<file path="src/rtl/ps2_rx_fifo_if.sv">
// Output word stream of the PS/2 receiver: FIFO head word with valid/ready.
interface ps2_rx_fifo_if #(
  parameter int unsigned DATA_BITS = 8
);
  logic [DATA_BITS-1:0] m_data;
  logic                 m_valid;
  logic                 m_ready;

  modport master (output m_data, output m_valid, input m_ready);
  modport slave  (input m_data, input m_valid, output m_ready);
endinterface

</file>
<file path="src/rtl/ps2_rx_fifo.sv">
// PS/2 device-to-host receiver: oversampled, synchronised and glitch-filtered
// lines, frame decode with parity/framing/timeout checks, small FWFT FIFO out.
module ps2_rx_fifo #(
  parameter int unsigned DATA_BITS      = 8,
  parameter int unsigned PARITY_MODE    = 1,
  parameter int unsigned FILTER_LEN     = 8,
  parameter int unsigned TIMEOUT_CYCLES = 200000,
  parameter int unsigned FIFO_DEPTH     = 4
) (
  input  logic             clk,
  input  logic             rst,
  input  logic             ps2_clk_i,
  input  logic             ps2_d_i,
  ps2_rx_fifo_if.master    m_if,
  output logic             parity_err_o,
  output logic             frame_err_o,
  output logic             overflow_o,
  output logic             busy_o
);

  localparam int unsigned FCW = $clog2(FILTER_LEN);
  localparam int unsigned BCW = $clog2(DATA_BITS);
  localparam int unsigned TCW = $clog2(TIMEOUT_CYCLES + 1);
  localparam int unsigned AW  = $clog2(FIFO_DEPTH);
  localparam int unsigned PW  = AW + 1;

  typedef enum logic [1:0] {ST_IDLE, ST_DATA, ST_PARITY, ST_STOP} state_e;

  // Conditioning registers
  logic           clk_s1_q, clk_s2_q, d_s1_q, d_s2_q;
  logic           clk_filt_q, clk_filt_d, d_filt_q, d_filt_d;
  logic [FCW-1:0] clk_cnt_q, clk_cnt_d, d_cnt_q, d_cnt_d;
  logic           sample_c;

  // Frame decoder registers
  state_e               state_q, state_d;
  logic [BCW-1:0]       bit_cnt_q, bit_cnt_d;
  logic [DATA_BITS-1:0] shift_q, shift_d;
  logic                 par_q, par_d;
  logic [TCW-1:0]       tmo_q, tmo_d;
  logic                 perr_q, perr_d, ferr_q, ferr_d, ovf_q, ovf_d;
  logic                 par_ok_c, push_c;

  // FIFO registers
  logic [DATA_BITS-1:0] mem_q [FIFO_DEPTH];
  logic [PW-1:0]        wr_ptr_q, rd_ptr_q;
  logic                 full_c, empty_c, pop_c, wr_en_c;

  // Filter: output follows the synchronised input only after FILTER_LEN equal samples
  always_comb begin
    clk_filt_d = clk_filt_q;
    clk_cnt_d  = '0;
    d_filt_d   = d_filt_q;
    d_cnt_d    = '0;
    if (clk_s2_q != clk_filt_q) begin
      if (clk_cnt_q == FCW'(FILTER_LEN - 1)) clk_filt_d = clk_s2_q;
      else                                   clk_cnt_d  = clk_cnt_q + FCW'(1);
    end
    if (d_s2_q != d_filt_q) begin
      if (d_cnt_q == FCW'(FILTER_LEN - 1)) d_filt_d = d_s2_q;
      else                                 d_cnt_d  = d_cnt_q + FCW'(1);
    end
  end

  // Sample event is the cycle in which the filtered clock commits to 0
  assign sample_c = clk_filt_q & ~clk_filt_d;

  // Two-flop synchronisers and filter state
  always_ff @(posedge clk) begin
    if (rst) begin
      clk_s1_q   <= 1'b1;
      clk_s2_q   <= 1'b1;
      d_s1_q     <= 1'b1;
      d_s2_q     <= 1'b1;
      clk_filt_q <= 1'b1;
      d_filt_q   <= 1'b1;
      clk_cnt_q  <= '0;
      d_cnt_q    <= '0;
    end else begin
      clk_s1_q   <= ps2_clk_i;
      clk_s2_q   <= clk_s1_q;
      d_s1_q     <= ps2_d_i;
      d_s2_q     <= d_s1_q;
      clk_filt_q <= clk_filt_d;
      d_filt_q   <= d_filt_d;
      clk_cnt_q  <= clk_cnt_d;
      d_cnt_q    <= d_cnt_d;
    end
  end

  // Parity check against the received payload
  always_comb begin
    par_ok_c = 1'b1;
    if (PARITY_MODE == 1)      par_ok_c = (^shift_q) ^ par_q;
    else if (PARITY_MODE == 2) par_ok_c = ~((^shift_q) ^ par_q);
  end

  // Frame decoder next state, timeout and outcome pulses
  always_comb begin
    state_d   = state_q;
    bit_cnt_d = bit_cnt_q;
    shift_d   = shift_q;
    par_d     = par_q;
    tmo_d     = '0;
    perr_d    = 1'b0;
    ferr_d    = 1'b0;
    push_c    = 1'b0;

    if (state_q != ST_IDLE && !sample_c) tmo_d = tmo_q + TCW'(1);

    case (state_q)
      ST_IDLE: begin
        if (sample_c && !d_filt_q) begin
          state_d   = ST_DATA;
          bit_cnt_d = '0;
        end
      end
      ST_DATA: begin
        if (sample_c) begin
          shift_d   = {d_filt_q, shift_q[DATA_BITS-1:1]};
          bit_cnt_d = bit_cnt_q + BCW'(1);
          if (bit_cnt_q == BCW'(DATA_BITS - 1))
            state_d = (PARITY_MODE == 0) ? ST_STOP : ST_PARITY;
        end
      end
      ST_PARITY: begin
        if (sample_c) begin
          par_d   = d_filt_q;
          state_d = ST_STOP;
        end
      end
      ST_STOP: begin
        if (sample_c) begin
          state_d = ST_IDLE;
          if (!d_filt_q)     ferr_d = 1'b1;
          else if (!par_ok_c) perr_d = 1'b1;
          else               push_c = 1'b1;
        end
      end
      default: state_d = ST_IDLE;
    endcase

    // Line stalled mid-frame: abandon the frame
    if (state_q != ST_IDLE && !sample_c && tmo_q == TCW'(TIMEOUT_CYCLES - 1)) begin
      state_d = ST_IDLE;
      tmo_d   = '0;
      ferr_d  = 1'b1;
    end
  end

  // Frame decoder state register
  always_ff @(posedge clk) begin
    if (rst) begin
      state_q   <= ST_IDLE;
      bit_cnt_q <= '0;
      shift_q   <= '0;
      par_q     <= 1'b0;
      tmo_q     <= '0;
      perr_q    <= 1'b0;
      ferr_q    <= 1'b0;
      ovf_q     <= 1'b0;
    end else begin
      state_q   <= state_d;
      bit_cnt_q <= bit_cnt_d;
      shift_q   <= shift_d;
      par_q     <= par_d;
      tmo_q     <= tmo_d;
      perr_q    <= perr_d;
      ferr_q    <= ferr_d;
      ovf_q     <= ovf_d;
    end
  end

  // FIFO status; a pop in the same cycle frees a slot for a push into a full FIFO
  always_comb begin
    empty_c = (wr_ptr_q == rd_ptr_q);
    full_c  = (wr_ptr_q[AW] != rd_ptr_q[AW]) && (wr_ptr_q[AW-1:0] == rd_ptr_q[AW-1:0]);
    pop_c   = !empty_c && m_if.m_ready;
    wr_en_c = push_c && (!full_c || pop_c);
    ovf_d   = push_c && full_c && !pop_c;
  end

  // FIFO storage and pointers
  always_ff @(posedge clk) begin
    if (rst) begin
      for (int i = 0; i < FIFO_DEPTH; i++) mem_q[i] <= '0;
      wr_ptr_q <= '0;
      rd_ptr_q <= '0;
    end else begin
      if (wr_en_c) begin
        mem_q[wr_ptr_q[AW-1:0]] <= shift_q;
        wr_ptr_q                <= wr_ptr_q + PW'(1);
      end
      if (pop_c) rd_ptr_q <= rd_ptr_q + PW'(1);
    end
  end

  assign m_if.m_data  = mem_q[rd_ptr_q[AW-1:0]];
  assign m_if.m_valid = !empty_c;
  assign parity_err_o = perr_q;
  assign frame_err_o  = ferr_q;
  assign overflow_o   = ovf_q;
  assign busy_o       = (state_q != ST_IDLE);

endmodule

</file>
<file path="src/flat_wrapper.sv">
// flat-port wrapper written by rule: the top's interface ports become plain ports
module ps2_rx_fifo_flat 
#(
  parameter int unsigned DATA_BITS      = 8,
  parameter int unsigned PARITY_MODE    = 1,
  parameter int unsigned FILTER_LEN     = 8,
  parameter int unsigned TIMEOUT_CYCLES = 200000,
  parameter int unsigned FIFO_DEPTH     = 4
)
  (clk, rst, ps2_clk_i, ps2_d_i, parity_err_o, frame_err_o, overflow_o, busy_o, m_if_m_data, m_if_m_valid, m_if_m_ready);
  ps2_rx_fifo_if #(.DATA_BITS(DATA_BITS)) m_if_i ();
  input  logic clk;
  input  logic rst;
  input  logic ps2_clk_i;
  input  logic ps2_d_i;
  output logic parity_err_o;
  output logic frame_err_o;
  output logic overflow_o;
  output logic busy_o;
  output wire logic [$bits(m_if_i.m_data)-1:0] m_if_m_data;
  output wire logic [$bits(m_if_i.m_valid)-1:0] m_if_m_valid;
  input wire logic [$bits(m_if_i.m_ready)-1:0] m_if_m_ready;
  assign m_if_m_data = m_if_i.m_data;
  assign m_if_m_valid = m_if_i.m_valid;
  assign m_if_i.m_ready = m_if_m_ready;
  ps2_rx_fifo #(.DATA_BITS(DATA_BITS), .PARITY_MODE(PARITY_MODE), .FILTER_LEN(FILTER_LEN), .TIMEOUT_CYCLES(TIMEOUT_CYCLES), .FIFO_DEPTH(FIFO_DEPTH)) u_core (.clk(clk), .rst(rst), .ps2_clk_i(ps2_clk_i), .ps2_d_i(ps2_d_i), .m_if(m_if_i), .parity_err_o(parity_err_o), .frame_err_o(frame_err_o), .overflow_o(overflow_o), .busy_o(busy_o));
endmodule
</file>
<file path="config.mk">
export PLATFORM = sky130hd
export DESIGN_NAME = ps2_rx_fifo_flat
export DESIGN_NICKNAME = d
export VERILOG_FILES = /design/src/rtl/ps2_rx_fifo_if.sv /design/src/rtl/ps2_rx_fifo.sv /design/src/flat_wrapper.sv
export SDC_FILE = /design/constraint.sdc
export NUM_CORES = 1
export LEC_CHECK = 0
export CAP_MARGIN = 0
export CORE_MARGIN = 2
export CORE_UTILIZATION = 50
export DETAILED_ROUTE_END_ITERATION = 8
export PLACE_DENSITY = 0.68
export SYNTH_ARGS = -nofsm -noshare
export SYNTH_HDL_FRONTEND = slang
export SYNTH_SLANG_ARGS = --single-unit
</file>
<file path="constraint.sdc">
create_clock -name clk -period 3.98 [get_ports clk]
set_clock_uncertainty 0.05 [all_clocks]
set_input_delay 0.995 -clock clk [delete_from_list [all_inputs] [get_ports clk]]
set_output_delay 0.995 -clock clk [all_outputs]
set_load 0.05 [all_outputs]
</file>
==> results of run 1 <==
-- area by class of cell --
cell class,count,share of cell area (%)
Tap cell,102,2.93
Clock buffer,11,3.99
Sequential cell,87,47.3
Multi-Input combinational cell,239,39.4
Inverter,8,0.688
Clock inverter,4,1.66
Timing Repair Buffer,18,4.07
-- path summary, 6_finish.rpt --
kind | from | endpoint | slack [ps] | depth (start not counted)
max | register | m_if_m_data[6] | 670 | 2
min | u_core.d_s1_q | u_core.d_s2_q | 360 | 1
max reg2reg | u_core.clk_cnt_q[0] | u_core.mem_q[0][0] | 1170 | 6
min reg2reg | u_core.d_s1_q | u_core.d_s2_q | 360 | 1
-- kinds of logic after synthesis --
family                   count (synthesis)
buffers and inverters                   20
XOR/XNOR                                31
flip-flops                              87
AND/OR/NAND/NOR                        159
multiplexers                            12
adder cells (fa/ha/maj)                 13
AO/OA/AOI/OAI                           24
-- cell usage after synthesis, types with 6 or more instances --
cell,n
a21oi_1,13
and2_1,30
and3_1,10
clkbuf_1,9
dfxtp_1,55
edfxtp_1,32
ha_1,13
inv_1,8
mux4_2,8
nand2_1,27
nand3_1,15
nor2_1,32
nor3_1,6
nor4_1,8
xnor2_1,15
xor2_1,14
-- metrics by stage --
stage / utilization, % / instance area [sq um]
3_3_place_gp: 54.1 / 4120
5_1_grt: 57.3 / 4360
2_1_floorplan: - / 3860
6_report: 57.3 / 4360
3_5_place_dp: 54.1 / 4120
4_1_cts: 57.3 / 4360
-- per-layer routing --
layer / wire length, microns / global-route usage (%) / part of all wire, %
met4: 101 / 6.34 / 1.6
met3: 117 / 2.88 / 1.9
met1: 2840 / 21.2 / 46
met2: 3170 / 28.9 / 51
met5: 0 / 0 / 0
-- state kept, by name, summed over array words and instances, names as in the netlist, 2 cells and up, named ones only --
signal	flops
u_core.rd_ptr_q	3
u_core.bit_cnt_q	3
u_core.tmo_q	18
u_core.d_cnt_q	3
u_core.clk_cnt_q	3
u_core.wr_ptr_q	3
u_core.shift_q	8
u_core.state_q	2
u_core.mem_q	32
-- where the power goes --
| part | leakage (nW) | total, mW | internal (mW) | switching, mW |
|---|---|---|---|---|
| Clock | 0.124 | 0.726 | 0.427 | 0.299 |
| Combinational | 0.680 | 0.0884 | 0.0322 | 0.0562 |
| Sequential | 0.761 | 0.949 | 0.939 | 0.0104 |
| Total | 1.57 | 1.76 | 1.40 | 0.366 |
-- critical path: stages, from the launching register on --
cell and delay, ps:
dfxtp_1 640, mux4_2 570, clkdlybuf4s50_1 710
==> out/metrics.yaml, run 1 <==
status: "finished, final reports clean"
critPathKind: "register to output port"
cp-end-kind: "output port"
first_pass_iters: 4
grt_max_degree: 40
grt_util_all_layers_pct: 16.8
cp.required_ps: 2930
p_per_area_mw_per_mm2: 404
synth_top_family_by_area: "simple AND/OR/NAND/NOR gates"
dieWidth_microns: 91.9
core_area_sq_mm: 0.00761
overflow: 0
min_period_over_period_pct: 83.1
clockBufferDepth: 2
whs_ps: 362
p_leak_nw: 1.57
min_period_ps: 3310
clk_pin_slew_worst_paths_ps: 80
gp_congestion: 0.800
numCtsBuffers: 9
drc: 0
cts_tree: "done"
multiInputGateArea_sq_mm: 0.00172
postRouteAntennaNets: 0
layout_setup_ws_ps: 674
slew_headroom_pct: 61.2
synth_seq_area_share_pct: 53.4
root_buffer: "clkbuf_8"
dieArea_sq_mm: 0.00845
route.vias.total: 2401
nNetsFinal: 381
irDropWorstVdd_v: 0.000181
synth-simple-area-share_pct: 22.7
power.total_mw: 1.76
layout_common_cells: "55 x dfxtp_1, 32 x nor2_1, 32 x edfxtp_1, 30 x and2_1, 27 x nand2_1"
dp_hpwl_microns: 4540
grt_pass1_wl_microns: 11300
seq_area_sq_mm: 0.00206
synth.top_cell.area_share_pct: 28.5
routed_wl_microns: 6220
syn_avg_cell_area_sq_um: 11.2
crit_arrival_ps: 2260
htreeDepth: 3
ys.flop_type: "dfxtp_1"
initial_core_util_pct: 50.8
fp.dieH_microns: 91.9
layout_commonest_cell: "dfxtp_1"
synthAdderAreaFrac_pct: 4.21
synth_fp_nets: 364
clock.fmax_mhz: 302
postCtsHoldBufs: 0
synth-edff-count: 32
num_rows: 32
drt_iter0_drc: 80
grt_pass1_vias: 2498
port_buffers: 17
netlist_area_sq_mm: 0.00386
cap_violations: 0
startpoint_type: "register"
setup-tns-final_ps: 0
fin_cells: 469
async_flop_share_pct: 0
area_growth_pct: 12.9
slew_viol_final: 0
synth-compound-area-share_pct: 3.79
setup_violations: 0
clkLatencyLatePin_ps: 340
yosysWarnings: 0
ys_top_cells_by_area: "dfxtp_1 28%, edfxtp_1 25%, and2_1 4.9%, mux4_2 4.7%, ha_1 4.2%"
antenna_found_initial: 0
nFillCells: 656
final_layout_size_suffix_gt1_share_pct: 9.54
ys_types: 46
diodes: 0
synthCells: 346
dp.cells: 454
yosys-mux-area-fraction_pct: 5.83
critPathMaxFanout: 8
via_per_inst: 5.12
routedWlPerCell_microns: 13.3
cts_resized: 0
holdCritPathClass: "register to register"
postCtsSetupRepairBufs: 0
worst_pin_slew_ps: 577
synth_seq_cells: 87
pre_cts_slack_ps: 757
hold_violations: 0
tritoncts_num_sinks: 87
yosys.area_share.xor_xnor_pct: 7.90
synth_top_cell_by_area: "dfxtp_1"
ios: 18
rsz0062_at_grt: "false"
Note: power is estimated with default switching activity, not from simulation.
==> run 2, diff against run 1 <==
clock period = 3.1 ns   (was 3.98 ns; I/O delays follow)
==> out/metrics.yaml, run 2 (synthesized netlist as in run 1, its figures left out) <==
gp_congestion: 0.785
dp_hpwl_microns: 4380
cap_violations: 0
gr-max-usage-layer: "met2"
postCtsSetupRepairBufs: 0
globalRouteMet1Util_pct: 19.4
critPathMaxFanout: 8
port_buffers: 17
overflow: 0
fin_cells: 474
grt_max_degree: 40
clockBufferDepth: 2
initial_core_util_pct: 50.8
htreeDepth: 3
dp.cells: 458
worst_pin_slew_ps: 604
numCtsBuffers: 9
slew_headroom_pct: 59.3
dieWidth_microns: 91.9
grt_pass1_wl_microns: 10800
root_buffer: "clkbuf_8"
grt_pass1_vias: 2415
ios: 18
cts_resized: 1
min_period_ps: 2930
routed_wl_microns: 6050
largest-register: "u_core.mem_q"
nNetsFinal: 385
hold_violations: 0
drt_iter0_drc: 83
layout_common_cells: "54 x dfxtp_1, 32 x nor2_1, 32 x edfxtp_1, 30 x and2_1, 27 x nand2_1"
area_growth_pct: 13.1
rsz0062_at_grt: "false"
setup_violations: 0
startpoint_type: "register"
holdCritPathClass: "register to register"
drc: 0
dieArea_sq_mm: 0.00845
cp.required_ps: 2270
final_layout_size_suffix_gt1_share_pct: 11.0
crit_slowest_cell: "clkdlybuf4s50_1"
first_pass_iters: 4
largestRegisters: "u_core.mem_q: 32 flops, u_core.tmo_q: 18 flops, u_core.shift_q: 8 flops"
antenna_found_initial: 0
crit_chain: "mux4_2, clkdlybuf4s50_1"
via_per_inst: 5.10
p_per_area_mw_per_mm2: 501
routedWlPerCell_microns: 12.8
pre_cts_slack_ps: 356
critPathKind: "register to output port"
status: "finished, final reports clean"
core_area_sq_mm: 0.00761
setup-tns-final_ps: 0
clk_pin_slew_worst_paths_ps: 90
clkLatencyLatePin_ps: 350
postRouteAntennaNets: 0
cp-end-kind: "output port"
layout_setup_ws_ps: 172
max_stage_delay_ps: 710
hp-start: "u_core.d_s1_q"
p_leak_nw: 1.57
crit_arrival_ps: 2100
num_rows: 32
grtUsageMet2_pct: 27.5
met3_usage_pct: 3.53
postCtsHoldBufs: 0
clock.fmax_mhz: 342
diodes: 0
tritoncts_num_sinks: 87
grt_util_all_layers_pct: 16.2
irDropWorstVdd_v: 0.000264
fp.dieH_microns: 91.9
route.vias.total: 2417
min_period_over_period_pct: 94.5
slew_viol_final: 0
cts_tree: "done"
r2r-start: "u_core.shift_q[1]"
largest_reg_flops: 32
layout_commonest_cell: "dfxtp_1"
## run 2: layout make-up
type,instances,area (sq um)
Clock inverter,6,83.8
Multi-Input combinational cell,239,1720
Fill cell,673,3240
Tap cell,102,128
Sequential cell,87,2060
Timing Repair Buffer,22,208
Clock buffer,10,138
Inverter,8,30.0
## run 2: final timing paths
check	cells after the start	slack [ps]	end
worst min-delay path	1	370	u_core.d_s2_q
worst min register to register	1	370	u_core.d_s2_q
worst max-delay path	2	170	m_if_m_data[6]
worst max register to register	5	690	u_core.mem_q[1][3]
## run 2: worst max-delay path: cells and delay by family, from the launching register on
kind / cells / cell delay [ps]
flip-flops: 1 / 500
multiplexers: 1 / 540
buffers and inverters: 1 / 710
## run 2: where the power goes
group / switching [mW] / internal, mW / total (mW)
Clock: 0.384 / 0.471 / 0.855
Combinational: 0.0738 / 0.0415 / 0.115
Sequential: 0.0113 / 1.21 / 1.22
## run 2: metrics by stage
stage | hold WS, ps | power, mW | area (sq um) | util, %
final | 368 | 2.19 | 4370 | 57.4
after detailed placement | 351 | 1.36 | 4150 | 54.5
after global placement | 347 | 1.36 | 4150 | 54.5
after floorplan | 339 | 1.32 | 3860 | -
after CTS | 373 | 2.20 | 4370 | 57.4
after global routing | 380 | 2.27 | 4370 | 57.4
## run 2: routing by layer
metal	share of wire (%)	vias up
li1	-	1248
met1	46	1136
met2	50	25
met3	2.5	8
met4	1.4	0
met5	0	-
